[src/rtl/shift_norm_serial_if.sv]
// ---------------------------------------------------------------------------
// shift_norm_serial_if
//
// Purpose:
//   Bundles the two valid/ready channels of shift_norm_serial:
//     - input channel  : a byte and its trailing-zero count
//     - output channel : odd part, exponent and status flags
//
// Signals:
//   in_valid   producer -> block   dat/cnt valid
//   in_ready   block -> producer   block can accept a new input
//   dat[DW]    producer -> block   byte to normalise
//   cnt[CW]    producer -> block   shift count from the trailing-zero counter
//   out_valid  block -> consumer   odd/exp/zero/err valid
//   out_ready  consumer -> block   consumer takes the result
//   odd[DW]    block -> consumer   dat >> exp
//   exp[CW]    block -> consumer   applied shift count, 0..8
//   zero       block -> consumer   input byte was 0x00
//   err        block -> consumer   count inconsistent with data
//
// Modports:
//   master : the environment (drives the input channel, consumes results)
//   slave  : the shift_norm_serial block itself
// ---------------------------------------------------------------------------
interface shift_norm_serial_if #(
  parameter int DW = 8,
  parameter int CW = 4
);

  logic          in_valid;
  logic          in_ready;
  logic [DW-1:0] dat;
  logic [CW-1:0] cnt;

  logic          out_valid;
  logic          out_ready;
  logic [DW-1:0] odd;
  logic [CW-1:0] exp;
  logic          zero;
  logic          err;

  modport master (
    output in_valid, dat, cnt, out_ready,
    input  in_ready, out_valid, odd, exp, zero, err
  );

  modport slave (
    input  in_valid, dat, cnt, out_ready,
    output in_ready, out_valid, odd, exp, zero, err
  );

endinterface : shift_norm_serial_if

[src/rtl/shift_norm_serial.sv]
// ---------------------------------------------------------------------------
// shift_norm_serial
//
// Purpose:
//   Consumer of the combinational trailing-zero counter. Accepts a byte and
//   its shift count, shifts the byte right one bit per clock (zero fill)
//   min(cnt,8) times, then presents the odd part and exponent
//   (dat = odd << exp) on a valid/ready output until it is consumed.
//   Bridges the combinational count stage into clocked datapath logic.
//
// Ports:
//   clk    in   system clock, rising edge
//   reset  in   asynchronous, active-high reset
//   bus    slave modport of shift_norm_serial_if (input and output channels)
//
// Optional feature (compile-time macro):
//   CNT_CHECK_EN  defined   -> err flags a count inconsistent with the data:
//                               nonzero byte: a 1 bit was shifted out, or the
//                               result is still even;
//                               zero byte: cnt was not exactly 8.
//                 undefined -> err is tied to 0, cnt is trusted and no
//                               shifted-out tracking logic is built.
//
// Timing:
//   Accept at edge E0, out_valid rises after edge E(n+1), n = min(cnt,8)
//   (a zero byte always takes latency 1). in_ready is high only in IDLE, so
//   peak throughput is one result every n+3 cycles.
// ---------------------------------------------------------------------------
module shift_norm_serial #(
  parameter int DW = 8,
  parameter int CW = 4
) (
  input  logic             clk,
  input  logic             reset,
  shift_norm_serial_if.slave bus
);

  // Largest meaningful shift: the whole byte width. Counts above it saturate.
  localparam logic [CW-1:0] MAX_SHIFT = CW'(DW);

  typedef enum logic [1:0] {
    S_IDLE  = 2'd0,
    S_SHIFT = 2'd1,
    S_HOLD  = 2'd2
  } state_t;

  state_t        r_state;
  state_t        w_state_nxt;

  logic [DW-1:0] r_sh;        // working shift register
  logic [CW-1:0] r_rem;       // shifts still to perform
  logic [DW-1:0] r_odd;       // result held on the output port
  logic [CW-1:0] r_exp;       // applied (saturated) shift count
  logic          r_zero;      // captured byte was 0x00

  logic          w_in_ready;
  logic          w_accept;
  logic          w_shift_done;
  logic          w_out_xfer;
  logic [CW-1:0] w_cnt_sat;

  // -------------------------------------------------------------------------
  // Handshake decode
  // -------------------------------------------------------------------------
  // in_ready is gated by reset so no producer sees a ready block while the
  // reset is still asserted, even though the state register already reads IDLE.
  assign w_in_ready   = (r_state == S_IDLE) && !reset;
  assign w_accept     = bus.in_valid && w_in_ready;
  assign w_out_xfer   = (r_state == S_HOLD) && bus.out_ready;

  // A zero byte has no odd part to find, so it skips the shift loop entirely.
  assign w_shift_done = (r_state == S_SHIFT) && (r_zero || (r_rem == '0));

  assign w_cnt_sat    = (bus.cnt > MAX_SHIFT) ? MAX_SHIFT : bus.cnt;

  // -------------------------------------------------------------------------
  // FSM: state register
  // -------------------------------------------------------------------------
  // NOTE: sequential state is written with non-blocking (<=) assignments so
  // every flop samples its inputs from the same pre-edge values.
  always_ff @(posedge clk or posedge reset) begin
    if (reset) begin
      r_state <= S_IDLE;
    end else begin
      r_state <= w_state_nxt;
    end
  end

  // -------------------------------------------------------------------------
  // FSM: next-state logic
  // -------------------------------------------------------------------------
  // NOTE: the next-state value gets a default before the case statement so
  // every path assigns it and no latch is inferred.
  always_comb begin
    w_state_nxt = r_state;
    case (r_state)
      S_IDLE:  if (w_accept)     w_state_nxt = S_SHIFT;
      S_SHIFT: if (w_shift_done) w_state_nxt = S_HOLD;
      S_HOLD:  if (w_out_xfer)   w_state_nxt = S_IDLE;
      default:                   w_state_nxt = S_IDLE;
    endcase
  end

  // -------------------------------------------------------------------------
  // Datapath
  // -------------------------------------------------------------------------
  // Result registers are only written at acceptance and at the end of the
  // shift loop, so they stay frozen through HOLD and keep their last value
  // after the output transfer.
  always_ff @(posedge clk or posedge reset) begin
    if (reset) begin
      r_sh   <= '0;
      r_rem  <= '0;
      r_odd  <= '0;
      r_exp  <= '0;
      r_zero <= 1'b0;
    end else if (w_accept) begin
      r_sh   <= bus.dat;
      r_rem  <= w_cnt_sat;
      r_exp  <= w_cnt_sat;
      r_zero <= (bus.dat == '0);
    end else if (r_state == S_SHIFT) begin
      if (w_shift_done) begin
        r_odd <= r_sh;
      end else begin
        r_sh  <= r_sh >> 1;
        r_rem <= r_rem - 1'b1;
      end
    end
  end

  // -------------------------------------------------------------------------
  // Count consistency check
  // -------------------------------------------------------------------------
`ifdef CNT_CHECK_EN
  logic r_lost;         // a 1 bit has been shifted out of r_sh
  logic r_cnt_is_max;   // raw cnt was exactly DW at acceptance
  logic r_err;

  // The zero-byte rule looks at the raw count, so cnt==8 is captured before
  // saturation would hide counts 9..15.
  always_ff @(posedge clk or posedge reset) begin
    if (reset) begin
      r_lost       <= 1'b0;
      r_cnt_is_max <= 1'b0;
      r_err        <= 1'b0;
    end else if (w_accept) begin
      r_lost       <= 1'b0;
      r_cnt_is_max <= (bus.cnt == MAX_SHIFT);
      r_err        <= 1'b0;
    end else if (r_state == S_SHIFT) begin
      if (w_shift_done) begin
        // A correct count leaves an odd value with nothing lost on the way.
        r_err <= r_zero ? !r_cnt_is_max : (r_lost || !r_sh[0]);
      end else begin
        r_lost <= r_lost || r_sh[0];
      end
    end
  end

  assign bus.err = r_err;
`else
  assign bus.err = 1'b0;
`endif

  // -------------------------------------------------------------------------
  // Outputs
  // -------------------------------------------------------------------------
  assign bus.in_ready  = w_in_ready;
  assign bus.out_valid = (r_state == S_HOLD);
  assign bus.odd       = r_odd;
  assign bus.exp       = r_exp;
  assign bus.zero      = r_zero;

endmodule : shift_norm_serial

[src/flat_wrapper.sv]
// flat-port wrapper written by rule: the top's interface ports become plain ports
module shift_norm_serial_flat 
#(
  parameter int DW = 8,
  parameter int CW = 4
)
  (clk, reset, bus_in_valid, bus_dat, bus_cnt, bus_out_ready, bus_in_ready, bus_out_valid, bus_odd, bus_exp, bus_zero, bus_err);
  shift_norm_serial_if #(.DW(DW), .CW(CW)) bus_i ();
  input  logic clk;
  input  logic reset;
  input wire logic [$bits(bus_i.in_valid)-1:0] bus_in_valid;
  input wire logic [$bits(bus_i.dat)-1:0] bus_dat;
  input wire logic [$bits(bus_i.cnt)-1:0] bus_cnt;
  input wire logic [$bits(bus_i.out_ready)-1:0] bus_out_ready;
  output wire logic [$bits(bus_i.in_ready)-1:0] bus_in_ready;
  output wire logic [$bits(bus_i.out_valid)-1:0] bus_out_valid;
  output wire logic [$bits(bus_i.odd)-1:0] bus_odd;
  output wire logic [$bits(bus_i.exp)-1:0] bus_exp;
  output wire logic [$bits(bus_i.zero)-1:0] bus_zero;
  output wire logic [$bits(bus_i.err)-1:0] bus_err;
  assign bus_i.in_valid = bus_in_valid;
  assign bus_i.dat = bus_dat;
  assign bus_i.cnt = bus_cnt;
  assign bus_i.out_ready = bus_out_ready;
  assign bus_in_ready = bus_i.in_ready;
  assign bus_out_valid = bus_i.out_valid;
  assign bus_odd = bus_i.odd;
  assign bus_exp = bus_i.exp;
  assign bus_zero = bus_i.zero;
  assign bus_err = bus_i.err;
  shift_norm_serial #(.DW(DW), .CW(CW)) u_core (.clk(clk), .reset(reset), .bus(bus_i));
endmodule
[config.mk]
export PLATFORM = sky130hd
export DESIGN_NAME = shift_norm_serial_flat
export DESIGN_NICKNAME = d
export VERILOG_FILES = /design/src/rtl/shift_norm_serial_if.sv /design/src/rtl/shift_norm_serial.sv /design/src/flat_wrapper.sv
export SDC_FILE = /design/constraint.sdc
export NUM_CORES = 1
export LEC_CHECK = 0
export ABC_AREA = 0
export CORE_UTILIZATION = 30
export CTS_CLUSTER_DIAMETER = 100
export DETAILED_ROUTE_END_ITERATION = 8
export SETUP_SLACK_MARGIN = 0.4
export SLEW_MARGIN = 20
export SYNTH_ARGS = -nofsm -noshare
export SYNTH_HDL_FRONTEND = slang
export SYNTH_SLANG_ARGS = --single-unit
[constraint.sdc]
create_clock -name clk -period 2.3 [get_ports clk]
set_clock_uncertainty 0.05 [all_clocks]
set_input_delay 0.345 -clock clk [delete_from_list [all_inputs] [get_ports clk]]
set_output_delay 0.345 -clock clk [all_outputs]
set_load 0.02 [all_outputs]
---- Yosys cells after proc, flatten, opt, wreduce, memory -nomap -nowiden ----
Cells that the tools add are included.
cells by class
  add/sub/neg operators ................... 1
  $lt $le $gt $ge ......................... 1
  eq/ne operators ......................... 6
  muxes and demuxes ....................... 11
  bitwise logic cells ..................... 1
  reductions and logical operators ........ 13
operators with widths
  kind                                                 count
  2-to-1 mux 8 bit                                     3
  2-to-1 mux 4 bit                                     4
  zero test 8 bit                                      1
  != test 2 x 1 -> 1 bit, second input constant        4
  2-to-1 mux 2 bit                                     3
  one-hot mux 2 bit (3 select lines)                   1
  AND reduction 3 bit                                  2
  > comparator 4 bit, second input constant            1
  logical AND 1 bit                                    4
  zero test 4 bit                                      1
  subtractor 4 x 1 -> 4 bit, second input constant     1
  equality test 2 x 1 -> 1 bit, second input constant  1
  equality test 2 bit, second input constant           1
  zero test 2 bit                                      1
  AND reduction 2 bit                                  1
  nonzero test 2 bit                                   1
  zero test 1 bit                                      1
  logical OR 1 bit                                     1
  inverter 1 bit                                       1
word-level totals
  flip-flop bits (word level) ............. 27
  bits of input ports ..................... 16
  word-level logic and storage cells ...... 39

---- Logic depth before layout (Yosys ltp) ----
Gate-level depths: netlist of the first run.
  depth in word-level cells ............... 6
  depth in mapped cells ................... 7
  depth with buffers taken out ............ 6

---- Worst setup path after synthesis of the first run ----
No wires, ideal clock.
  path kind ............................... reg2reg
  from .................................... register u_core.r_rem[0]
  to ...................................... register u_core.r_sh[3]
  setup time .............................. 126 ps
  arrival time ............................ 1,486 ps
  required time ........................... 2,124 ps
  slack ................................... 638 ps
  stages on the path, launching flop included .. 7
  cell sequence ........................... dfrtp_1 -> inv_1 -> ha_1 -> or3b_1 -> buf_2 -> and3_1 -> a221o_1
between the ends
  word-level cells in the longest chain between the ends .. 5
ends and longest elaborated chain
  element                                  RTL line                  source
  start, declared                          shift_norm_serial.sv:51   logic [CW-1:0] r_rem;
  start signal, assigned                   shift_norm_serial.sv:119  r_rem <= w_cnt_sat;
  start signal, assigned                   shift_norm_serial.sv:127  r_rem <= r_rem - 1'b1;
  zero test 4 bit                          shift_norm_serial.sv:72   assign w_shift_done = (r_state == S_SHIFT) && (r_zero || (r_rem == '0));
  logical OR 1 bit                         shift_norm_serial.sv:72
  logical AND 1 bit                        shift_norm_serial.sv:72
  != test 2 x 1 -> 1 bit (no source line)  n/a
  AND reduction 2 bit (no source line)     n/a
  end signal, assigned                     shift_norm_serial.sv:118  r_sh <= bus.dat;
  end signal, assigned                     shift_norm_serial.sv:126  r_sh <= r_sh >> 1;
  end, declared                            shift_norm_serial.sv:50   logic [DW-1:0] r_sh;
No other way between the ends.
A chain may end at the register's enable or synchronous reset.

---- Final worst setup path of the first run ----
  from .................................... register u_core.r_state[1]
  to ...................................... register u_core.r_rem[0]
between the ends
  word-level cells in the longest chain between the ends .. 5
  elaborated cells on any way between the ends .. 9
ends and longest elaborated chain
  element                                                                        RTL line                 source
  start, declared                                                                shift_norm_serial.sv:47  state_t r_state;
  start signal, assigned                                                         shift_norm_serial.sv:85  r_state <= w_state_nxt;
  zero test 2 bit                                                                shift_norm_serial.sv:67  assign w_in_ready = (r_state == S_IDLE) && !reset;
  logical AND 1 bit                                                              shift_norm_serial.sv:67
  logical AND 1 bit                                                              shift_norm_serial.sv:68  assign w_accept = bus.in_valid && w_in_ready;
  != test 2 x 1 -> 1 bit (no source line) or nonzero test 2 bit (tied branches)  n/a
  AND reduction 2 bit (no source line)                                           n/a
Several ways; a longest one is shown, not always the timed one.

==> results by group, run 1 <==
Setup path
  – Delay-heaviest family, CP: compound AO/OA/AOI/OAI gates
  – Worst path bufs/invs: 1
  – Worst endpoint required time: 2.41 ns
  – CP max FO: 10
  – Instance count on the critical path: 4
  – CP endpoint: u_core.r_rem[0]$_DFFE_PP0P_
  – Worst path cell trace: buf_4, nor3b_4, a21oi_4, a221o_1
  – Worst Setup End Kind: register
  – CP Launch Type: register
  – Crit Path Category: register to register
  – Worst R2R Setup Slack: about 0.51 ns
  – Worst EP arrival: approximately 1.9 ns
  – Worst flop-to-flop path startpoint: u_core.r_state[1]$_DFFE_PP0P_
  – Worst path max stage delay: between 0.4 and 0.5 ns
  – R2R depth: 4
  – CP max stage cell: nor3b_4
  – Crit path launch: u_core.r_state[1]$_DFFE_PP0P_
  – Worst reg2reg path endpoint: u_core.r_rem[0]$_DFFE_PP0P_

Synthesis
  – Synth cell types: 38
  – Post-synth top area share: 53.3%
  – Mapped Nets: 121
  – Synth Register Bits: 27
  – Syn Inst Count: ~100
  – Top cells by area, synth: dfrtp_1 53%, mux2_2 7.1%, a221o_1 4.7%
  – Sequential share of the synthesized area: 53.3%
  – Asr flop ratio synth: 100%
  – Syn Std Cell Area: roughly 0.0013 mm2
  – Post-synth EDFFs: 0
  – Yosys Warn Count: 0
  – Syn Area/Cell: about 12 um2
  – Synth Flop Type: dfrtp_1
  – Largest area contributor in the netlist: dfrtp_1

GRT
  – Initial antenna violation count: 0
  – Global-route wire length before repair: 4890 um
  – Total global routing overflow: 0
  – Largest net degree at the start of global routing: 28
  – Total global-route track usage: 14.9%
  – Vias in the first global route: a little under 1000

Clock tree
  – H-tree depth: 1
  – Total CTS buffers: 3
  – Clock sinks: 27
  – Worst-path clk slew: 0.11 ns
  – Worst-Skew Late Latency: around 0.28 ns
  – Root buffer cell: clkbuf_8
  – CTS tree: yes
  – Post-CTS Hold Buffers: 0
  – Max Buffers Root-to-Sink: 2

Timing
  – Final setup viols: 0
  – RSZ-0062 raised after global routing: false
  – Final Hold Fails: 0
  – Tcrit/Tclk final: approximately 78%
  – Fmax: 560 MHz
  – Max Slew Vio Count: 0
  – Final TNS setup: 0 ns
  – Fin crit period: around 1.8 ns
  – Hold Worst Slack: approximately 0.45 ns

Detailed routing
  – DRT antenna net count: 0
  – WL/cell: approximately 16 um
  – DR pass1 iterations: 4
  – Top routing layer used: met4
  – Detailed-route via count: roughly 980
  – WL met1: between 1000 and 1500 um
  – Met3 WL: 94 um
  – Routed wl met2: 1380 um
  – Drt drc: 0
  – DRT Wirelength: 2930 um
  – Detailed Route Iter0 Violations: just under 50
  – Vias per inst: 5.22

Placed design
  – Routability congestion estimate: around 0.78
  – Port Buffers: 30
  – Post-DP HPWL: ~2100 um

Run
  – Max-cap violation count: 0

Outcome
  – Status: finished, final reports clean

Floorplan
  – Core Area: 0.00403 mm2
  – Die H: about 67 um
  – Die Footprint: ~0.0045 mm2
  – Initial Util: around a third
  – Row cnt: 23
  – Io pins: 32
  – Die width: 67 um

Cells and area
  – Most common cell after layout, fill and taps aside: clkdlybuf4s50_1
  – Filler instances: 420
  – Most frequent cells in the layout: 28 x clkdlybuf4s50_1, 24 x dfrtp_1, 8 x mux2_2
  – Final Util: between 40% and 50%
  – Fraction of layout cells with a size suffix above 1: a little over a fifth
  – Area grow syn2layout: 33.7%
  – N_diodes: 0
  – Layout net count: 155

Min path
  – Hold WC Path Type: register to register

Power
  – Peak supply drop: 0.467 mV
  – P_leak: 0.761 nW
  – P per Cell Area: 1310 mW/mm2
  – Total power: ~2.2 mW
==> layer usage <==
| metal | vias up | track usage (%) |
|---|---|---|
| met3 | 4 | 2.74 |
| met4 | 0 | 5.59 |
| met1 | 503 | 19.7 |
| met5 | - | 0 |
| met2 | 20 | 23.9 |
| li1 | 450 | - |
==> synthesized netlist by cell type (all sizes together) (2+ instances only) <==
cell and n:
nor3 2, or3b 2, buf 4, and3 5, dfrtp 27, a22o 3, nor2 3, inv 7
nand2 7, nor4 3, a221o 6, nand3 4, o21ai 5, mux2 8, nor3b 2
==> flip-flops by register name (all words and copies together), names as in the netlist <==
| signal | flops |
|---|---|
| u_core.bus.zero | 1 |
| u_core.r_rem | 4 |
| u_core.r_sh | 8 |
| u_core.bus.exp | 4 |
| u_core.r_state | 2 |
| u_core.bus.odd | 8 |
==> through the flow <==
| step | cells | cell area (um2) | setup slack [ns] |
|---|---|---|---|
| 2_1_floorplan | 104 | 1270 | 0.638 |
| 3_3_place_gp | 182 | 1620 | 0.267 |
| 3_5_place_dp | 182 | 1620 | 0.231 |
| 4_1_cts | 187 | 1680 | 0.425 |
| 5_1_grt | 187 | 1690 | 0.432 |
| 6_report | 187 | 1690 | 0.514 |
==> what timing repair did <==
action,4_1_cts,5_1_grt
buffers inserted,1,0
setup endpoints to repair,3,23
gates resized for setup,5,4
==> worst reg2reg max path, stage by stage, from the launching register on <==
cell and delay (ns):
dfrtp_2 0.44, buf_4 0.17, nor3b_4 0.46, a21oi_4 0.18
a221o_1 0.38
==> area by class of cell <==
type	count	area (um2)	area share, %
Clock buffer	3	41.3	2.44
Clock inverter	1	8.76	0.517
Inverter	7	26.3	1.55
Multi-Input combinational cell	66	556	32.8
Sequential cell	27	679	40.1
Tap cell	50	62.6	3.69
Timing Repair Buffer	33	320	18.9
==> worst min path at each step <==
| stage | startpoint | end | depth (start not counted) |
|---|---|---|---|
| 2_1_floorplan | reset | u_core.bus.exp[0]$_DFFE_PP0P_ | 1 |
| 4_1_cts | u_core.bus.exp[3]$_DFFE_PP0P_ | u_core.bus.exp[3]$_DFFE_PP0P_ | 2 |
| 3_5_place_dp | u_core.bus.exp[3]$_DFFE_PP0P_ | u_core.bus.exp[3]$_DFFE_PP0P_ | 2 |
| 6_report | u_core.bus.exp[3]$_DFFE_PP0P_ | u_core.bus.exp[3]$_DFFE_PP0P_ | 2 |
| 5_1_grt | u_core.bus.odd[1]$_DFFE_PP0P_ | u_core.bus.odd[1]$_DFFE_PP0P_ | 1 |
| 3_3_place_gp | u_core.bus.exp[3]$_DFFE_PP0P_ | u_core.bus.exp[3]$_DFFE_PP0P_ | 2 |
==> where the power goes <==
group / leakage [nW] / switching, mW / internal, mW
clock: 0.0261 / 0.161 / 0.127
sequential: 0.340 / 0.162 / 0.686
combinational: 0.395 / 0.534 / 0.551
total: 0.761 / 0.856 / 1.36
==> logic make-up (layout without fill, tap and decap cells) <==
group,count (synthesis),after routing,synth area share [%]
AO/OA/AOI/OAI,20,20,13.9
adder cells (fa/ha/maj),1,1,0.987
buffers and inverters,11,44,4.34
flip-flops,27,27,53.3
multiplexers,9,9,7.90
other,1,1,0.296
AND/OR/NAND/NOR,35,35,19.3
Note: power is estimated with default switching activity, not from simulation.
==> inputs of run 2 (changes only) <==
Clock period 2.3 ns to 1.8 ns, I/O delays scaled along.
==> results by group, run 2 (synthesized netlist as in run 1, its figures left out) <==
Detailed routing
  – DRT antenna net count: 0
  – Detailed-route via count: 1049
  – Drt drc: 0
  – DRT Wirelength: 3260 um
  – Met3 WL: 111 um
  – Vias per inst: slightly above 5
  – Detailed Route Iter0 Violations: 39
  – Routed wl met2: between 1500 and 2000 um
  – DR pass1 iterations: 4
  – Top routing layer used: met4
  – WL met1: about 1600 um
  – WL/cell: between 15 and 20 um

Setup path
  – Worst EP arrival: 1.85 ns
  – Worst Setup End Kind: register
  – CP max stage cell: or3b_4
  – Worst path bufs/invs: 1
  – Worst path max stage delay: about 0.44 ns
  – Crit Path Category: register to register
  – CP max FO: 8
  – Delay-heaviest family, CP: compound AO/OA/AOI/OAI gates
  – Worst endpoint required time: ~2.0 ns
  – Worst path cell trace: inv_1, ha_2, or3b_4, a21oi_4, a221o_1
  – CP Launch Type: register

Clock tree
  – Worst-path clk slew: roughly 0.1 ns
  – Root buffer cell: clkbuf_8
  – Worst-Skew Late Latency: around 0.27 ns
  – Clock sinks: 27
  – Max Buffers Root-to-Sink: 2
  – H-tree depth: 1
  – Total CTS buffers: 3
  – CTS tree: yes

GRT
  – Largest net degree at the start of global routing: 17
  – Total global-route track usage: 15.4%
  – Initial antenna violation count: 0
  – Total global routing overflow: 0
  – Global-route wire length before repair: 5060 um
  – Vias in the first global route: between 1000 and 1500

Power
  – Comb power frac: 55.7%
  – Peak supply drop: between 0.5 and 0.6 mV
  – P per Cell Area: about 1700 mW/mm2
  – P_leak: approximately 0.9 nW
  – Clock network fraction of design power: 11.1%
  – Pint: between 1.5 and 2 mW
  – Sequential Power Share: between 30% and 40%
  – Switching Fraction: between 30% and 40%
  – Net Sw Power: between 1 and 1.5 mW
  – Total power: about 3.2 mW

Cells and area
  – Fin area: between 0.0015 and 0.002 mm2
  – Area grow syn2layout: 53.9%
  – Finished Layout Cells: 207
  – Fraction of layout cells with a size suffix above 1: between 40% and 50%
  – Filler instances: 369
  – N_diodes: 0
  – Most frequent cells in the layout: 24 x dfrtp_1, 17 x buf_4, 15 x clkdlybuf4s50_1
  – Most common cell after layout, fill and taps aside: dfrtp_1
  – Layout net count: 175

Placed design
  – Dpl cells: ~190
  – Port Buffers: 30
  – Routability congestion estimate: roughly 0.84
  – Post-DP HPWL: ~2300 um
  – Area post-placement: 0.00176 mm2

Min path
  – Hold WC Path Type: input port to asynchronous set/reset pin

Timing
  – Fmax: about 600 MHz
  – Max Slew Vio Count: 0
  – Tcrit/Tclk final: just over 90%
  – Final Hold Fails: 0
  – Final setup viols: 0
  – RSZ-0062 raised after global routing: true
  – Hold Worst Slack: between 0.3 and 0.4 ns
  – Fin crit period: approximately 1.7 ns
  – Final TNS setup: 0 ns

Run
  – Max-cap violation count: 0

Floorplan
  – Die H: 67 um
  – Core Area: 0.00403 mm2
  – Initial Util: between 30% and 40%
  – Die Footprint: around 0.0045 mm2
  – Die width: 67 um
  – Io pins: 32
  – Row cnt: 23

Outcome
  – Status: finished, final reports clean
## run 2: worst paths after layout
path | startpoint | end | slack (ns) | cells after the start
max | u_core.r_rem[0]$_DFFE_PP0P_ | u_core.r_rem[0]$_DFFE_PP0P_ | 0.12 | 5
min | reset | u_core.bus.odd[1]$_DFFE_PP0P_ | 0.36 | 2
max reg2reg | u_core.r_rem[0]$_DFFE_PP0P_ | u_core.r_rem[0]$_DFFE_PP0P_ | 0.12 | 5
min reg2reg | u_core.bus.odd[7]$_DFFE_PP0P_ | u_core.bus.odd[7]$_DFFE_PP0P_ | 0.46 | 1
max in group asynchronous | reset | u_core.r_state[0]$_DFFE_PP0P_ | 0.83 | 3
min in group clk | u_core.bus.odd[7]$_DFFE_PP0P_ | u_core.bus.odd[7]$_DFFE_PP0P_ | 0.46 | 1
## run 2: area by class of cell
class	instances	area (um2)	share of cell area (%)
Multi-Input combinational cell	66	652	33.4
Timing Repair Buffer	53	482	24.7
Inverter	7	26.3	1.35
Tap cell	50	62.6	3.21
Clock buffer	3	41.3	2.12
Sequential cell	27	679	34.8
Clock inverter	1	7.51	0.385
## run 2: what timing repair did
action | CTS | global route
hold endpoints to repair | 0 | 0
cloned | 2 | 0
pin swaps | 5 | 10
gates resized for setup | 44 | 17
buffers inserted | 5 | 2
hold buffers | 0 | 0
endpoints found under the setup margin | 42 | 30
## run 2: worst register-to-register path: cells and delay by family (launching register included)
family,cells,cell delay [ns]
fa+ha+maj,1,0.16
simple gates,1,0.44
flops,1,0.40
compound gates,2,0.50
buf+inv,1,0.06
## run 2: routing by layer
layer | vias to the layer above | track usage [%]
li1 | 496 | -
met1 | 520 | 21.2
met2 | 27 | 24.0
met3 | 6 | 2.23
met4 | 0 | 6.38
met5 | - | 0
## run 2: per-stage QoR
step,setup slack [ns],util [%]
3_3_place_gp,-0.0350,43.6
4_1_cts,0.103,47.2
5_1_grt,0.0702,48.4
3_5_place_dp,-0.0654,43.6
6_report,0.120,48.4
2_1_floorplan,0.151,-
## run 2: power by group through the flow
| stage | Clock [mW] | Combinational [mW] | Sequential [mW] |
|---|---|---|---|
| after global routing | 0.387 | 1.94 | 1.10 |
| after global placement | 0 | 1.55 | 1.07 |
| after floorplan | 0 | 0.844 | 1.20 |
| after detailed placement | 0 | 1.58 | 1.08 |
| final | 0.360 | 1.80 | 1.07 |
| after CTS | 0.367 | 1.72 | 1.06 |
